## src/rtl/spi_pkg.sv

```systemverilog
// -----------------------------------------------------------------------------
// spi_pkg
// Shared definitions for the system-clock-synchronous SPI slave:
//   - state_t     : controller states (IDLE, LOAD, SHIFT)
//   - CPOL_* / CPHA_* : encodings of the SPI mode parameters
//   - bit_index() : maps the running bit count onto a word bit position
//                   according to the configured bit order
// -----------------------------------------------------------------------------
package spi_pkg;

  typedef enum logic [1:0] {
    ST_IDLE  = 2'd0,
    ST_LOAD  = 2'd1,
    ST_SHIFT = 2'd2
  } state_t;

  // SCLK idle level
  localparam bit CPOL_IDLE_LOW  = 1'b0;
  localparam bit CPOL_IDLE_HIGH = 1'b1;

  // Which SCLK edge samples data
  localparam bit CPHA_SAMPLE_LEADING  = 1'b0;
  localparam bit CPHA_SAMPLE_TRAILING = 1'b1;

  // Bit position within a word of the count-th transferred bit.
  function automatic int unsigned bit_index(input int unsigned count,
                                            input bit          lsb_first,
                                            input int unsigned width);
    return lsb_first ? count : (width - 1 - count);
  endfunction

endpackage

```

## src/rtl/spi_sync_edge.sv

```systemverilog
// -----------------------------------------------------------------------------
// spi_sync_edge
// Multi-flop synchroniser for an asynchronous pin plus rise/fall detection of
// the synchronised level against its value one clk earlier.
// Ports:
//   clk      in  : system clock
//   reset_n  in  : asynchronous active-low reset
//   i_async  in  : asynchronous pin
//   o_sync   out : synchronised level (SYNC_STAGES clk latency)
//   o_rise   out : one-cycle pulse on a synchronised 0->1 transition
//   o_fall   out : one-cycle pulse on a synchronised 1->0 transition
// -----------------------------------------------------------------------------
module spi_sync_edge #(
  parameter int SYNC_STAGES = 2,
  parameter bit RESET_VAL   = 1'b0
) (
  input  logic clk,
  input  logic reset_n,
  input  logic i_async,
  output logic o_sync,
  output logic o_rise,
  output logic o_fall
);

  logic [SYNC_STAGES-1:0] r_sync;
  logic                   r_prev;

  // Reset to the pin's idle level so that leaving reset never fakes an edge.
  always_ff @(posedge clk or negedge reset_n) begin
    if (!reset_n) begin
      r_sync <= {SYNC_STAGES{RESET_VAL}};
      r_prev <= RESET_VAL;
    end else begin
      r_sync <= {r_sync[SYNC_STAGES-2:0], i_async};
      r_prev <= r_sync[SYNC_STAGES-1];
    end
  end

  assign o_sync = r_sync[SYNC_STAGES-1];
  assign o_rise = o_sync & ~r_prev;
  assign o_fall = ~o_sync & r_prev;

endmodule

```

## src/rtl/spi_slave_core.sv

```systemverilog
// -----------------------------------------------------------------------------
// spi_slave_core
// SPI slave running entirely in the clk domain. SCLK, CS and MOSI are
// oversampled through synchronisers; SCLK edges become drive/sample events
// according to CPOL/CPHA. Words of DATA_WIDTH bits are exchanged back to back
// while CS stays low. The core supplies TX words through a one-deep holding
// register (tx_valid/tx_ready) and receives RX words with an rx_valid pulse.
// Ports:
//   clk, reset_n        : system clock, asynchronous active-low reset
//   SCLK, CS, MOSI      : SPI pins (asynchronous, CS active-low)
//   MISO, MISO_oe       : registered slave data and output enable
//   tx_data/valid/ready : holding register write handshake
//   rx_data, rx_valid   : last complete word, one-cycle completion pulse
//   busy                : synchronised CS low
//   underrun, abort     : sticky status, cleared by clr_status
// -----------------------------------------------------------------------------
module spi_slave_core
  import spi_pkg::*;
#(
  parameter int DATA_WIDTH  = 8,
  parameter bit CPOL        = 1'b0,
  parameter bit CPHA        = 1'b0,
  parameter bit LSB_FIRST   = 1'b1,
  parameter int SYNC_STAGES = 2
) (
  input  logic                  clk,
  input  logic                  reset_n,
  input  logic                  SCLK,
  input  logic                  CS,
  input  logic                  MOSI,
  output logic                  MISO,
  output logic                  MISO_oe,
  input  logic [DATA_WIDTH-1:0] tx_data,
  input  logic                  tx_valid,
  output logic                  tx_ready,
  output logic [DATA_WIDTH-1:0] rx_data,
  output logic                  rx_valid,
  output logic                  busy,
  output logic                  underrun,
  output logic                  abort,
  input  logic                  clr_status
);

  localparam int CNT_W     = $clog2(DATA_WIDTH);
  localparam bit SCLK_IDLE = (CPOL == CPOL_IDLE_HIGH) ? CPOL_IDLE_HIGH : CPOL_IDLE_LOW;

  // ---------------------------------------------------------------------------
  // Pin synchronisation and event decode
  // ---------------------------------------------------------------------------
  logic w_sclk_sync, w_sclk_rise, w_sclk_fall;
  logic w_cs_sync, w_cs_rise, w_cs_fall;
  logic [SYNC_STAGES-1:0] r_mosi_sync;
  logic w_mosi_sync;

  spi_sync_edge #(.SYNC_STAGES(SYNC_STAGES), .RESET_VAL(SCLK_IDLE)) u_sclk_sync (
    .clk     (clk),
    .reset_n (reset_n),
    .i_async (SCLK),
    .o_sync  (w_sclk_sync),
    .o_rise  (w_sclk_rise),
    .o_fall  (w_sclk_fall)
  );

  spi_sync_edge #(.SYNC_STAGES(SYNC_STAGES), .RESET_VAL(1'b1)) u_cs_sync (
    .clk     (clk),
    .reset_n (reset_n),
    .i_async (CS),
    .o_sync  (w_cs_sync),
    .o_rise  (w_cs_rise),
    .o_fall  (w_cs_fall)
  );

  // MOSI goes through the same depth as SCLK so data and clock stay aligned.
  always_ff @(posedge clk or negedge reset_n) begin
    if (!reset_n) r_mosi_sync <= '0;
    else          r_mosi_sync <= {r_mosi_sync[SYNC_STAGES-2:0], MOSI};
  end
  assign w_mosi_sync = r_mosi_sync[SYNC_STAGES-1];

  // A leading edge leaves the idle level, a trailing edge returns to it.
  logic w_sclk_edge, w_lead, w_trail, w_drive, w_sample;
  assign w_sclk_edge = w_sclk_rise | w_sclk_fall;
  assign w_lead      = w_sclk_edge & (w_sclk_sync != SCLK_IDLE);
  assign w_trail     = w_sclk_edge & (w_sclk_sync == SCLK_IDLE);
  assign w_sample    = (CPHA == CPHA_SAMPLE_LEADING) ? w_lead  : w_trail;
  assign w_drive     = (CPHA == CPHA_SAMPLE_LEADING) ? w_trail : w_lead;

  // ---------------------------------------------------------------------------
  // Datapath state
  // ---------------------------------------------------------------------------
  state_t                r_state;
  logic [CNT_W-1:0]      r_bit_cnt;
  logic [DATA_WIDTH-1:0] r_tx_word;
  logic [DATA_WIDTH-1:0] r_rx_shift;
  logic [DATA_WIDTH-1:0] r_hold;
  logic                  r_hold_full;
  logic                  r_from_hold;      // current TX word came from holding
  logic                  r_reload_pending; // word boundary passed, reload on next drive
  logic [DATA_WIDTH-1:0] r_rx_data;
  logic                  r_rx_valid;
  logic                  r_miso;
  logic                  r_miso_oe;
  logic                  r_underrun;
  logic                  r_abort;

  logic [CNT_W-1:0]      w_bit_idx;
  logic [CNT_W-1:0]      w_first_idx;
  logic [DATA_WIDTH-1:0] w_load_word;
  logic [DATA_WIDTH-1:0] w_rx_next;

  assign w_bit_idx   = CNT_W'(bit_index(32'(r_bit_cnt), LSB_FIRST, DATA_WIDTH));
  assign w_first_idx = CNT_W'(bit_index(32'd0, LSB_FIRST, DATA_WIDTH));
  // An empty holding register transmits zeros.
  assign w_load_word = r_hold_full ? r_hold : '0;

  always_comb begin
    w_rx_next            = r_rx_shift;
    w_rx_next[w_bit_idx] = w_mosi_sync;
  end

  // ---------------------------------------------------------------------------
  // Controller
  // ---------------------------------------------------------------------------
  always_ff @(posedge clk or negedge reset_n) begin
    if (!reset_n) begin
      r_state          <= ST_IDLE;
      r_bit_cnt        <= '0;
      r_tx_word        <= '0;
      r_rx_shift       <= '0;
      r_hold           <= '0;
      r_hold_full      <= 1'b0;
      r_from_hold      <= 1'b0;
      r_reload_pending <= 1'b0;
      r_rx_data        <= '0;
      r_rx_valid       <= 1'b0;
      r_miso           <= 1'b0;
      r_miso_oe        <= 1'b0;
      r_underrun       <= 1'b0;
      r_abort          <= 1'b0;
    end else begin
      r_rx_valid <= 1'b0;

      // Clearing first so that a set event later in this block wins.
      if (clr_status) begin
        r_underrun <= 1'b0;
        r_abort    <= 1'b0;
      end

      // Writes while full are dropped; clearing only ever happens while full.
      if (tx_valid && !r_hold_full) begin
        r_hold      <= tx_data;
        r_hold_full <= 1'b1;
      end

      if (w_cs_rise) begin
        r_state          <= ST_IDLE;
        r_miso           <= 1'b0;
        r_miso_oe        <= 1'b0;
        r_bit_cnt        <= '0;
        r_reload_pending <= 1'b0;
        if (r_bit_cnt != '0) r_abort <= 1'b1;
      end else begin
        case (r_state)
          ST_IDLE: begin
            r_miso    <= 1'b0;
            r_miso_oe <= 1'b0;
            if (w_cs_fall) r_state <= ST_LOAD;
          end

          ST_LOAD: begin
            r_tx_word        <= w_load_word;
            r_from_hold      <= r_hold_full;
            r_bit_cnt        <= '0;
            r_reload_pending <= 1'b0;
            r_miso_oe        <= 1'b1;
            if (!r_hold_full) r_underrun <= 1'b1;
            // CPHA=0 has no leading drive edge, so the first bit goes out now.
            if (CPHA == CPHA_SAMPLE_LEADING) r_miso <= w_load_word[w_first_idx];
            r_state <= ST_SHIFT;
          end

          ST_SHIFT: begin
            if (w_drive) begin
              if (r_reload_pending) begin
                r_tx_word        <= w_load_word;
                r_from_hold      <= r_hold_full;
                r_reload_pending <= 1'b0;
                r_miso           <= w_load_word[w_first_idx];
                if (!r_hold_full) r_underrun <= 1'b1;
              end else begin
                r_miso <= r_tx_word[w_bit_idx];
              end
            end

            if (w_sample) begin
              r_rx_shift <= w_rx_next;
              // The word is consumed only once the master actually clocks it.
              if ((r_bit_cnt == '0) && r_from_hold) begin
                r_hold_full <= 1'b0;
                r_from_hold <= 1'b0;
              end
              if (r_bit_cnt == CNT_W'(DATA_WIDTH - 1)) begin
                r_rx_data        <= w_rx_next;
                r_rx_valid       <= 1'b1;
                r_bit_cnt        <= '0;
                r_reload_pending <= 1'b1;
              end else begin
                r_bit_cnt <= r_bit_cnt + CNT_W'(1);
              end
            end
          end

          default: r_state <= ST_IDLE;
        endcase
      end
    end
  end

  assign MISO     = r_miso;
  assign MISO_oe  = r_miso_oe;
  assign tx_ready = ~r_hold_full;
  assign rx_data  = r_rx_data;
  assign rx_valid = r_rx_valid;
  assign busy     = ~w_cs_sync;
  assign underrun = r_underrun;
  assign abort    = r_abort;

endmodule
```

## config.mk

```make
export PLATFORM = sky130hd
export DESIGN_NAME = spi_slave_core
export DESIGN_NICKNAME = d
export VERILOG_FILES = /design/src/rtl/spi_pkg.sv /design/src/rtl/spi_sync_edge.sv /design/src/rtl/spi_slave_core.sv
export SDC_FILE = /design/constraint.sdc
export NUM_CORES = 1
export LEC_CHECK = 0
export ABC_CLOCK_PERIOD_IN_PS = 3660
export BUFFER_PORTS_ARGS = -buffer_cell sky130_fd_sc_hd__buf_2
export CORE_ASPECT_RATIO = 1.4
export CORE_MARGIN = 4
export CORE_UTILIZATION = 45
export DETAILED_ROUTE_END_ITERATION = 8
export PLACE_DENSITY = 0.62
export SYNTH_ARGS = -nofsm -noshare
export SYNTH_HDL_FRONTEND = slang
export SYNTH_HIERARCHICAL = 1
export SYNTH_SLANG_ARGS = --single-unit
```

## constraint.sdc

```tcl
create_clock -name clk -period 3.66 [get_ports clk]
set_clock_uncertainty 0.05 [all_clocks]
set_input_delay 0.366 -clock clk [delete_from_list [all_inputs] [get_ports clk]]
set_output_delay 0.366 -clock clk [all_outputs]
set_load 0.01 [all_outputs]
```

==> summary.md <==
| Metric | Value |
|---|---|
| Status | finished with violations |
| Failing checks | hold timing |
| Final setup fails | 0 |
| Via count | 1645 |
| Pin count of the biggest net entering global routing | 30 |
| Syn nets | 248 |
| CTS Hold Bufs | 0 |
| Sink Count | 53 |
| Max Fanout on Critical Path | 17 |
| Initial drt markers | 41 |
| GRT Overall Usage | 14.1% |
| EDFF count, synth | 0 |
| Synth warnings | 6 |
| Power, Total | 1.51 mW |
| Number of I/O port buffers | 29 |
| DRT Pass-1 Iters | 4 |
| Clock Tree Buf Depth | 2 |
| Synth-to-Final Area Change | 9.53% |
| Mapped Area | 2510 um^2 |
| Fillers | 500 |
| Number of cells after detailed placement | 311 |
| Data arrival time of the critical path | 2.26 ns |
| Via density per instance | 5.16 |
| Setup ws final | 1.53 ns |
| Maximum vdd drop | 443 uV |
| Post-synthesis cell type count | 46 |
| Grt total ovfl | 0 |
| Highest clock rate | 0.468 GHz |
| Antenna cells | 0 |
| Core ar. | 5280 um^2 |
| Final Hold Viols | 15 |
| Setup bufs post-CTS | 0 |
| Register area share after synthesis | 53.0% |
| Critical Path Sink Type | register |
| Htree depth | 2 |
| Fin Hold WS | -0.00964 ns |
| RSZ-0062 raised after global routing | false |
| Placement Rows | 31 |
| Die ar. | 6850 um^2 |
| Final Cycle Share | 58.3% |
| Worst min path class | in -> async |
| DP HPWL | 3.13 mm |
| Synth Flop Type | dfrtp_1 |
| Number of cells in the finished layout apart from fillers | 319 |
| First-pass GRT wire length | 7.63 mm |
| Clock Latency Late Sink | 0.30 ns |
| Post-CTS Resized | 0 |
| Die width | 71.1 um |
| Total CTS buffers | 5 |
| Startpoint Class | register |
| Io pins | 30 |
| WL/cell | 13.6 um |
| DRT Wirelength | 4.33 mm |
| Worst Path Required | 3.78 ns |
| Post-Route Setup TNS | 0 ns |
| Syn avg cell area | 11.1 um^2 |
| Starting density of the core | 47.5% |
| Static Leak | 1.34 nW |
| Rel. slew slack | 54.7% |
| Nets | 274 |
| Vias in the first global route | 1635 |
| WS Path Type | reg -> reg |
| Worst Max-Slew Pin Slew | 0.678 ns |
| Place WS | 1.51 ns |
| Synthesized flop and latch total | 53 |
| Layout cells sized above 1 | 29.6% |
| Fin. max-slew vios | 0 |
| Fin crit period | 2.13 ns |
| Initial antenna violation count | 0 |
| Clk root buf | clkbuf_8 |
| CTS tree | built |
| Final ANT Viol Nets | 0 |
| Number of max-cap violations | 0 |
| Syn Inst Count | 226 |
| DR DRC count | 0 |
| Fraction of registers with async set/reset | 100% |
| Die height | 96.3 um |
| Clock Pin Slew Worst Setup and Hold Paths | 0.09 ns |
| Pwr/cell area | 550 nW/um^2 |
| GPL Wtd Cong | 0.767 |
state kept, by name, summed over array words and instances (netlist names), 2 cells and up:
name,flops
r_mosi_sync,2
r_hold,8
u_sclk_sync/r_sync,2
u_cs_sync/r_sync,2
r_tx_word,8
rx_data,8
r_state,2
r_rx_shift,8
r_bit_cnt,3
placed cells by master (no fill, tap or decap), types with 2 or more instances in the layout:
cell | synthesis | routed
nor2_1 | 21 | 21
clkbuf_8 | 0 | 5
o21ai_1 | 6 | 6
nand2_1 | 25 | 25
mux2_2 | 18 | 18
inv_1 | 10 | 10
nor2b_1 | 5 | 5
o21ai_0 | 5 | 5
nand2b_1 | 2 | 2
dfstp_2 | 3 | 3
and3_1 | 2 | 2
dfrtp_1 | 50 | 50
a22o_2 | 2 | 2
nand3_1 | 3 | 3
a21oi_1 | 10 | 10
mux2i_1 | 10 | 10
o21a_1 | 2 | 2
o21ai_2 | 2 | 2
buf_2 | 5 | 29
a31oi_1 | 4 | 4
and2b_2 | 2 | 2
clkinv_4 | 0 | 2
nor3_1 | 5 | 5
ha_1 | 7 | 7
synth_stat cells, types with 3 or more instances:
cell type	n	area, um^2
a21oi_1	10	50.1
a31oi_1	4	25.0
buf_2	5	25.0
clkbuf_1	3	11.3
dfrtp_1	50	1250
dfstp_2	3	78.8
ha_1	7	87.6
inv_1	10	37.5
mux2_2	18	203
mux2i_1	10	100
nand2_1	25	93.8
nand3_1	3	15.0
nor2_1	21	78.8
nor2b_1	5	31.3
nor3_1	5	25.0
o21ai_0	5	25.0
o21ai_1	6	30.0
per-layer routing:
layer  up-vias  share of wire (%)  wire (um)  track usage (%)
li1        825                  -          -                -
met1       773                 44       1920             17.7
met2        37                 49       2110             23.1
met3        10                4.3        185             3.03
met4         0                2.7        116             6.74
met5         -                  0          0                0
worst max-delay path, stage by stage, from the launching register on:
cell     delay [ns]
dfstp_2        0.55
nor2b_1        0.52
inv_1          0.22
nand2_1        0.19
a21o_4         0.21
mux2i_1        0.21
a41oi_1        0.07
through the flow:
step / util (%) / cell area [um^2]
2_1_floorplan: - / 2510
5_1_grt: 52.1 / 2750
4_1_cts: 52.1 / 2750
6_report: 52.1 / 2750
3_5_place_dp: 50.3 / 2660
3_3_place_gp: 50.3 / 2660
report_power, final:
| group | internal (mW) | switching, mW |
|---|---|---|
| registers | 0.704 | 0.0773 |
| logic | 0.190 | 0.211 |
| clock network | 0.136 | 0.192 |
| total | 1.03 | 0.480 |
kinds of logic (layout without fill, tap and decap cells):
| logic type | count (synthesis) | in the layout | share of synthesized area [%] |
|---|---|---|---|
| compound gates | 42 | 42 | 11.3 |
| fa+ha+maj | 7 | 7 | 3.49 |
| buf+inv | 21 | 48 | 4.99 |
| flops | 53 | 53 | 53.0 |
| mux | 28 | 28 | 12.1 |
| simple gates | 75 | 75 | 15.1 |
cell type report:
type	instances	area, um^2	share of cell area [%]
well taps	66	82.6	3.01
multi-input cells	152	1050	38.3
flip-flops and latches	53	1330	48.4
clock buffers	5	68.8	2.51
inverters	10	37.5	1.37
clock inverters	3	22.5	0.820
repair buffers	30	153	5.56
path summary, 6_finish.rpt:
path,start,end,slack (ns),depth (start not counted)
setup / recovery,u_cs_sync/r_sync[1],r_from_hold,1.53,6
hold / removal,reset_n,rx_valid,-0.01,1
setup reg to reg,u_cs_sync/r_sync[1],r_from_hold,1.53,6
hold reg to reg,u_cs_sync/r_sync[0],u_cs_sync/r_sync[1],0.31,0
max in group asynchronous,reset_n,MISO,2.80,2
min in group clk,CS,u_cs_sync/r_sync[0],0.11,1
Power figures use the tool's default switching activity.
